$ cat src/rtl/imm_gen_pipe.sv
// imm_gen_pipe -- pipelined RISC-V immediate generator.
//
// Decodes instr[31:7] (presented on `in`) into an XLEN-bit immediate for the
// I, S, B, J, U and shift-amount formats, flags reserved selector codes, and
// queues each result in a DEPTH-entry in-order buffer with valid/ready
// handshakes on both sides.
//
// Ports:
//   clk        rising-edge clock
//   rst_n      asynchronous active-low reset (flushes the buffer)
//   in_valid   upstream presents an instruction/selector pair
//   in_ready   buffer has room (registered count only, also low in reset)
//   in[24:0]   instr[31:7]
//   ImmSrc     format selector: 000 I, 001 S, 010 B, 011 J, 100 U, 101 SHAMT
//   out_valid  head entry valid
//   out_ready  downstream accepts the head entry
//   out        immediate at the head entry
//   out_src    selector captured with the head entry
//   illegal    head entry carried a reserved selector (110/111)
module imm_gen_pipe #(
  parameter int XLEN  = 32,
  parameter int DEPTH = 2
) (
  input  logic            clk,
  input  logic            rst_n,
  input  logic            in_valid,
  output logic            in_ready,
  input  logic [24:0]     in,
  input  logic [2:0]      ImmSrc,
  output logic            out_valid,
  input  logic            out_ready,
  output logic [XLEN-1:0] out,
  output logic [2:0]      out_src,
  output logic            illegal
);

  localparam int PW = (DEPTH > 1) ? $clog2(DEPTH) : 1;
  localparam int CW = $clog2(DEPTH + 1);
  localparam logic [CW-1:0] DEPTH_C = CW'(DEPTH);
  localparam logic [PW-1:0] LAST_C  = PW'(DEPTH - 1);

  logic [XLEN-1:0] r_imm [DEPTH];
  logic [2:0]      r_src [DEPTH];
  logic            r_ill [DEPTH];
  logic [PW-1:0]   r_wr_ptr;
  logic [PW-1:0]   r_rd_ptr;
  logic [CW-1:0]   r_count;

  logic [XLEN-1:0] w_imm;
  logic            w_ill;
  logic            w_in_ready;
  logic            w_out_valid;
  logic            w_in_fire;
  logic            w_out_fire;

  // ---------------------------------------------------------------------
  // Immediate decode
  // ---------------------------------------------------------------------
  always_comb begin
    w_imm = '0;
    w_ill = 1'b0;
    case (ImmSrc)
      3'b000: w_imm = {{(XLEN-12){in[24]}}, in[24:13]};
      3'b001: w_imm = {{(XLEN-12){in[24]}}, in[24:18], in[4:0]};
      3'b010: w_imm = {{(XLEN-13){in[24]}}, in[24], in[0], in[23:18], in[4:1], 1'b0};
      3'b011: w_imm = {{(XLEN-21){in[24]}}, in[24], in[12:5], in[13], in[23:14], 1'b0};
      // in[24] is both the sign and bit 31, so replicate it XLEN-31 times
      3'b100: w_imm = {{(XLEN-31){in[24]}}, in[23:5], 12'b0};
      3'b101: begin
        if (XLEN == 64) w_imm = {{(XLEN-6){1'b0}}, in[18:13]};
        else            w_imm = {{(XLEN-5){1'b0}}, in[17:13]};
      end
      default: begin
        w_imm = '0;
        w_ill = 1'b1;
      end
    endcase
  end

  // ---------------------------------------------------------------------
  // Handshake
  // ---------------------------------------------------------------------
  always_comb begin
    w_in_ready  = rst_n & (r_count < DEPTH_C);
    w_out_valid = (r_count != '0);
    w_in_fire   = in_valid & w_in_ready;
    w_out_fire  = w_out_valid & out_ready;
  end

  // ---------------------------------------------------------------------
  // Buffer state
  // ---------------------------------------------------------------------
  always_ff @(posedge clk or negedge rst_n) begin
    if (!rst_n) begin
      r_wr_ptr <= '0;
      r_rd_ptr <= '0;
      r_count  <= '0;
      for (int unsigned i = 0; i < DEPTH; i++) begin
        r_imm[i] <= '0;
        r_src[i] <= '0;
        r_ill[i] <= 1'b0;
      end
    end else begin
      if (w_in_fire) begin
        r_imm[r_wr_ptr] <= w_imm;
        r_src[r_wr_ptr] <= ImmSrc;
        r_ill[r_wr_ptr] <= w_ill;
        r_wr_ptr        <= (r_wr_ptr == LAST_C) ? '0 : r_wr_ptr + 1'b1;
      end
      if (w_out_fire) begin
        r_rd_ptr <= (r_rd_ptr == LAST_C) ? '0 : r_rd_ptr + 1'b1;
      end
      case ({w_in_fire, w_out_fire})
        2'b10:   r_count <= r_count + 1'b1;
        2'b01:   r_count <= r_count - 1'b1;
        default: r_count <= r_count;
      endcase
    end
  end

  // ---------------------------------------------------------------------
  // Outputs come straight from the head entry
  // ---------------------------------------------------------------------
  always_comb begin
    in_ready  = w_in_ready;
    out_valid = w_out_valid;
    out       = r_imm[r_rd_ptr];
    out_src   = r_src[r_rd_ptr];
    illegal   = r_ill[r_rd_ptr];
  end

endmodule

$ cat config.mk
export PLATFORM = sky130hd
export DESIGN_NAME = imm_gen_pipe
export DESIGN_NICKNAME = d
export VERILOG_FILES = /design/src/rtl/imm_gen_pipe.sv
export SDC_FILE = /design/constraint.sdc
export NUM_CORES = 1
export LEC_CHECK = 0
export CELL_PAD_IN_SITES_DETAIL_PLACEMENT = 1
export CELL_PAD_IN_SITES_GLOBAL_PLACEMENT = 2
export CORE_ASPECT_RATIO = 1.4
export CORE_MARGIN = 2
export CORE_UTILIZATION = 35
export CTS_CLUSTER_DIAMETER = 80
export DETAILED_ROUTE_END_ITERATION = 6
export GPL_ROUTABILITY_DRIVEN = 0
export GPL_TIMING_DRIVEN = 1
export PLACE_DENSITY_LB_ADDON = 0.1
export SYNTH_ARGS = -nofsm -noshare
export SYNTH_HDL_FRONTEND = slang
export SYNTH_SLANG_ARGS = --single-unit
export TNS_END_PERCENT = 50
$ cat constraint.sdc
create_clock -name clk -period 4.7 [get_ports clk]
set_clock_uncertainty 0.2 [all_clocks]
set_input_delay 0.705 -clock clk [delete_from_list [all_inputs] [get_ports clk]]
set_output_delay 0.705 -clock clk [all_outputs]
set_load 0.02 [all_outputs]
==> results of run 1 <==
## flip-flops by register name, indices dropped and copies added, names as in the netlist
register / cells
r_ill: 2
r_count: 2
r_wr_ptr: 1
r_rd_ptr: 1
r_imm: 64
r_src: 6
## Yosys cell counts, types with 2 or more instances
library cell and instances:
dfrtp_1 76, nand2_1 60, mux2_2 40, o21ai_1 33, a21oi_1 32, a22o_1 16, buf_2 12, clkbuf_1 11
o21ai_0 9, nor2_1 8, o22ai_1 8, mux2i_1 6, nand2b_1 6, nand4b_1 4, o21a_1 4, buf_4 3
nor2b_1 3, and2_1 2, buf_1 2, xnor2_1 2, xor2_1 2
## cells by family after synthesis
group	Yosys count
compound gates	108
fa+ha+maj	1
xor+xnor	5
mux	46
simple gates	90
flops	76
buf+inv	30
## tightest hold or removal path, stage by stage, from the launching register on
cell and delay (ns):
dfrtp_1 0.34, nand2_1 0.05, nand2_1 0.05
## final cells by class
type,count,area (sq um),area share (%)
well taps,138,173,3.62
clock inverters,4,47.5,0.997
flip-flops and latches,76,1900,39.9
multi-input cells,250,1650,34.5
inverters,1,3.75,0.0787
repair buffers,76,741,15.5
clock buffers,12,256,5.38
## how the worst max path moves through the flow
stage	from	end	slack [ns]
after floorplan	r_rd_ptr	out[24]	2.68
after global placement	ImmSrc[0]	r_imm[29]	1.49
after detailed placement	ImmSrc[0]	r_imm[29]	1.49
after CTS	r_rd_ptr	out_src[0]	1.61
after global routing	r_rd_ptr	out[9]	1.56
final	r_rd_ptr	out[27]	1.64
## metal layers
layer | share of wire [%] | vias to the layer above
met5 | 0 | -
met4 | 2.1 | 0
met3 | 3.9 | 19
met2 | 50 | 72
met1 | 44 | 1443
li1 | - | 1365
## per-stage QoR
step / hold slack (ns) / worst slack [ns] / cell area, sq um / utilization, %
detailed placement: 0.256 / 1.49 / 4470 / 43.2
global placement: 0.248 / 1.49 / 4470 / 43.2
finish: 0.262 / 1.64 / 4770 / 46.1
CTS: 0.270 / 1.61 / 4770 / 46.1
global route: 0.292 / 1.56 / 4770 / 46.1
floorplan: 0.209 / 2.68 / 3700 / -
## power by group
| group | internal [mW] | leakage, nW | total, mW | switching, mW |
|---|---|---|---|---|
| clock | 0.438 | 0.149 | 0.708 | 0.270 |
| sequential | 0.951 | 0.981 | 1.11 | 0.155 |
| combinational | 0.750 | 0.930 | 1.47 | 0.724 |
| total | 2.14 | 2.06 | 3.29 | 1.15 |
==> impl_metrics.csv, run 1 <==
group,metric,value,unit
clocking,cts.sinks,76,
clocking,cts.clk_slew.worst_paths,0.06,ns
pwr,total_power,3.29,mW
clocking,cts_inserted_buffers,9,
layout,nNetsFinal,447,
synthesis,synth_seq_area_share,51.5,%
worst_setup_path,cp-end-kind,"output port",
synthesis,synth_top_area_share,51.5,%
timing,timing.fmax,327,MHz
worst_setup_path,path_depth,3,
global_route,track_usage,18.8,%
worst_setup_path,critical_path_required,3.80,ns
synthesis,synth_nets,389,
floorplan,ios,70,
layout,fillCellCount,1204,
synthesis,synthSimpleGateAreaFrac,11.5,%
floorplan,start_util,35.7,%
worst_setup_path,critical-path-slowest-cell,"clkdlybuf4s50_1",
routing,drtIter0Drc,88,
synthesis,synth_top_family_by_area,"compound AO/OA/AOI/OAI gates",
synthesis,synth_warnings,0,
synthesis,synth-adder-area-share,0.339,%
timing,drv_slew,0,
synthesis,synth_edf_count,0,
global_route,overflow,0,
synthesis,syn_area,3700,sq um
run_status,status,"finished, final reports clean",
global_route,grt_util_met3,3.86,%
routing,drtAntennaViolNets,0,
timing,finalCritPeriodShare,65.1,%
routing,drt-total-wl,10100,um
worst_setup_path,critPathLaunchType,"flop",
worst_setup_path,reg2reg_from,"r_count[1]",
global_route,grtUsageMet2,31.4,%
worst_setup_path,critPathKind,"reg2out",
job,drv_cap,0,
floorplan,chipWidth,90.9,um
worst_setup_path,crit_chain,"buf_4, mux2_2, clkdlybuf4s50_1",
timing,setup-violations-final,0,
synthesis,post-synth-top-area-cell,"dfrtp_1",
layout,most-common-layout-cells,"dfrtp_1, clkdlybuf4s50_1, nand2_1, mux2_2, o21ai_1",
worst_hold_path,holdPathEnd,"r_imm[43]",
timing,rsz0062_at_grt,"false",
synthesis,synth_area_per_cell,10.4,sq um
global_route,use_met1,23.8,%
worst_hold_path,hold_class,"reg2reg",
layout,diodes,0,
layout,layout-drive-gt1-share,16.9,%
timing,finalSetupTns,0,ns
pwr,p_per_area,689,nW/um^2
synthesis,synthXorXnorAreaFrac,1.39,%
clocking,cts_htree_levels,3,
worst_setup_path,critPathBufInv,2,
synthesis,synth_cell_type_count,38,
clocking,post_cts_buffers,0,
pwr,ir_drop,0.456,mV
floorplan,die_area,11400,sq um
clocking,cts_tree,"done",
worst_setup_path,arrival,2.16,ns
floorplan,core.rowCount,44,
global_route,grt_pass1_vias,3144,
layout,finalNonFillerCells,557,
clocking,ctsRootBufferMaster,"clkbuf_16",
global_route,grt_max_degree,77,
synthesis,synth-main-ff-cell,"dfrtp_1",
routing,drc,0,
placement,placedCellCount,541,
placement,place.port_buffers,69,
synthesis,synthTopCellsByArea,"dfrtp_1, mux2_2, nand2_1",
timing,slew_headroom,32.0,%
layout,area_delta_synth_final,29.1,%
synthesis,synth_cells,356,
clocking,clk_latency,0.34,ns
worst_hold_path,min_from,"r_imm[43]",
pwr,leakage,2.06,nW
worst_setup_path,r2r_end,"r_imm[55]",
worst_hold_path,whs_path_depth,2,
placement,hpwl,6600,um
synthesis,async_reset_ff_share,100,%
worst_setup_path,critPathMaxFanout,36,
synthesis,synth.ff_latch_count,76,
global_route,grt.busiest_layer,"met2",
global_route,antenna_found_initial,0,
routing,dr.pass1.iters,4,
floorplan,core_region_area,10300,sq um
worst_setup_path,critPathMaxStageDelay,0.55,ns
clocking,cts_hold_buffers,0,
worst_setup_path,path_delay_family,"buffers and inverters",
clocking,clk_path_buf_depth,2,
timing,hold_violations,0,
timing,period_needed,3.06,ns
synthesis,synth_compound_area_share,17.6,%
global_route,grt_pass1_wl,16500,um
routing,drt-wirelength-per-cell,18.2,um
routing,dr_total_vias,2899,
clocking,cts_resized,0,
worst_setup_path,r2r_slack,2.42,ns
floorplan,die_h,126,um
timing,tightest_slew,1.02,ns
worst_setup_path,worstRegToRegCells,4,
routing,vias_per_cell,5.20,
synthesis,synthMuxAreaShare,13.8,%
layout,layout_commonest_cell,"dfrtp_1",
(Power assumes the default switching activity.)
==> inputs of run 2 (changes only) <==
CORE_UTILIZATION = 30   (was 35)
clock period = 2.7 ns   (was 4.7 ns; I/O delays follow)
==> impl_metrics.csv, run 2 (same netlist as run 1, synthesis figures left out) <==
group,metric,value,unit
worst_setup_path,crit_chain,"buf_4, mux2_2, clkdlybuf4s50_1",
layout,most-common-layout-cells,"dfrtp_1, clkdlybuf4s50_1, nand2_1, mux2_2, o21ai_1",
worst_setup_path,worstRegToRegCells,5,
worst_setup_path,path_delay_family,"buffers and inverters",
routing,dr_total_vias,2908,
layout,layout-drive-gt1-share,19.4,%
global_route,grt_max_degree,63,
worst_setup_path,critPathMaxFanout,15,
timing,period_needed,2.52,ns
clocking,cts.clk_slew.worst_paths,0.06,ns
global_route,overflow,0,
routing,drc,0,
timing,setup-violations-final,0,
floorplan,start_util,30.3,%
clocking,cts.sinks,76,
pwr,leakage,2.13,nW
pwr,internal_power,3.77,mW
timing,finalHoldWorstSlack,0.101,ns
timing,drv_slew,0,
worst_setup_path,r2r_slack,0.87,ns
global_route,grt_pass1_vias,3141,
timing,finalSetupTns,0,ns
clocking,ctsRootBufferMaster,"clkbuf_16",
floorplan,ios,70,
routing,drtAntennaViolNets,0,
clocking,post_cts_buffers,0,
pwr,total_power,5.79,mW
clocking,clk_latency,0.33,ns
placement,place.port_buffers,69,
routing,drtIter0Drc,109,
routing,vias_per_cell,4.99,
routing,drt-total-wl,10700,um
layout,nNetsFinal,461,
floorplan,die_area,13200,sq um
worst_setup_path,arrival,1.92,ns
layout,largest_register,"r_imm",
global_route,grt_pass1_wl,17500,um
clocking,cts_resized,0,
worst_setup_path,critPathBufInv,2,
clocking,clk_path_buf_depth,2,
run_status,status,"finished, final reports clean",
worst_setup_path,critPathMaxStageDelay,0.54,ns
worst_setup_path,reg2reg_from,"r_count[1]",
timing,finalCritPeriodShare,93.5,%
pwr,p_switching,2.02,mW
routing,drt-wirelength-per-cell,18.4,um
worst_setup_path,critPathKind,"reg2out",
placement,post-place-ws,0.338,ns
worst_setup_path,critPathLaunchType,"flop",
global_route,antenna_found_initial,0,
clocking,cts_inserted_buffers,9,
worst_setup_path,cp-end-kind,"output port",
routing,dr.pass1.iters,4,
layout,diodes,0,
floorplan,die_h,135,um
floorplan,chipWidth,97.8,um
worst_setup_path,critical_path_required,2.10,ns
layout,layout_commonest_cell,"dfrtp_1",
timing,tightest_slew,0.812,ns
pwr,clkPwrFrac,21.3,%
timing,fin_ws,0.176,ns
floorplan,core_region_area,12200,sq um
timing,timing.fmax,396,MHz
layout,largest_reg_flops,64,
layout,area_delta_synth_final,32.7,%
timing,slew_headroom,45.9,%
pwr,ir_drop,0.461,mV
job,drv_cap,0,
pwr,p_per_area,1180,nW/um^2
clocking,cts_htree_levels,3,
global_route,track_usage,17.2,%
placement,hpwl,7570,um
clocking,cts_tree,"done",
pwr,switching_share,34.9,%
pwr,seq_power_share,33.5,%
layout,reg_top3,"r_imm: 64 flops, r_src: 6 flops",
worst_hold_path,hold_class,"in2async",
timing,hold_violations,0,
worst_setup_path,critical-path-slowest-cell,"clkdlybuf4s50_1",
worst_setup_path,r2r_end,"r_imm[61]",
placement,place_area,4590,sq um
layout,final_area,4910,sq um
floorplan,core.rowCount,48,
timing,rsz0062_at_grt,"false",
pwr,combPwrFrac,45.2,%
## run 2: routing by layer
| layer | GRT usage [%] | routed length [um] |
|---|---|---|
| met5 | 0 | 0 |
| met4 | 5.48 | 141 |
| met3 | 3.46 | 357 |
| met2 | 28.7 | 5300 |
| met1 | 22.6 | 4910 |
## run 2: area by class of cell
type	count	area, sq um
clock inverters	4	47.5
multi-input cells	250	1650
fillers	1363	7290
flip-flops and latches	76	1900
repair buffers	90	861
inverters	1	3.75
well taps	150	188
clock buffers	12	256
## run 2: how the worst max path moves through the flow
stage               slack, ns        from  cells after the start    endpoint
floorplan                0.90  r_count[0]                      5  r_count[1]
global placement         0.39   ImmSrc[1]                      6   r_imm[34]
detailed placement       0.34   ImmSrc[1]                      6    r_imm[2]
CTS                      0.13    r_rd_ptr                      3     out[21]
global route              0.1    r_rd_ptr                      3     out[21]
finish                   0.18    r_rd_ptr                      3     out[21]
## run 2: power by group through the flow
stage	logic, mW	registers, mW	clock network [mW]
after floorplan	1.63	1.86	0
after global placement	2.63	1.94	0
after detailed placement	2.65	1.96	0
after CTS	2.67	1.95	1.27
after global routing	2.84	2.01	1.32
final	2.62	1.94	1.23
## run 2: metrics by stage
step | std cells | util, %
after detailed placement | 566 | 37.7
final | 583 | 40.2
after CTS | 583 | 40.2
after global routing | 583 | 40.2
after global placement | 566 | 37.7
after floorplan | 356 | -
## run 2: timing repair
action / CTS / global route
hold endpoints to repair: 14 / 0
endpoints found under the setup margin: 0 / 0
hold buffers: 1 / 0
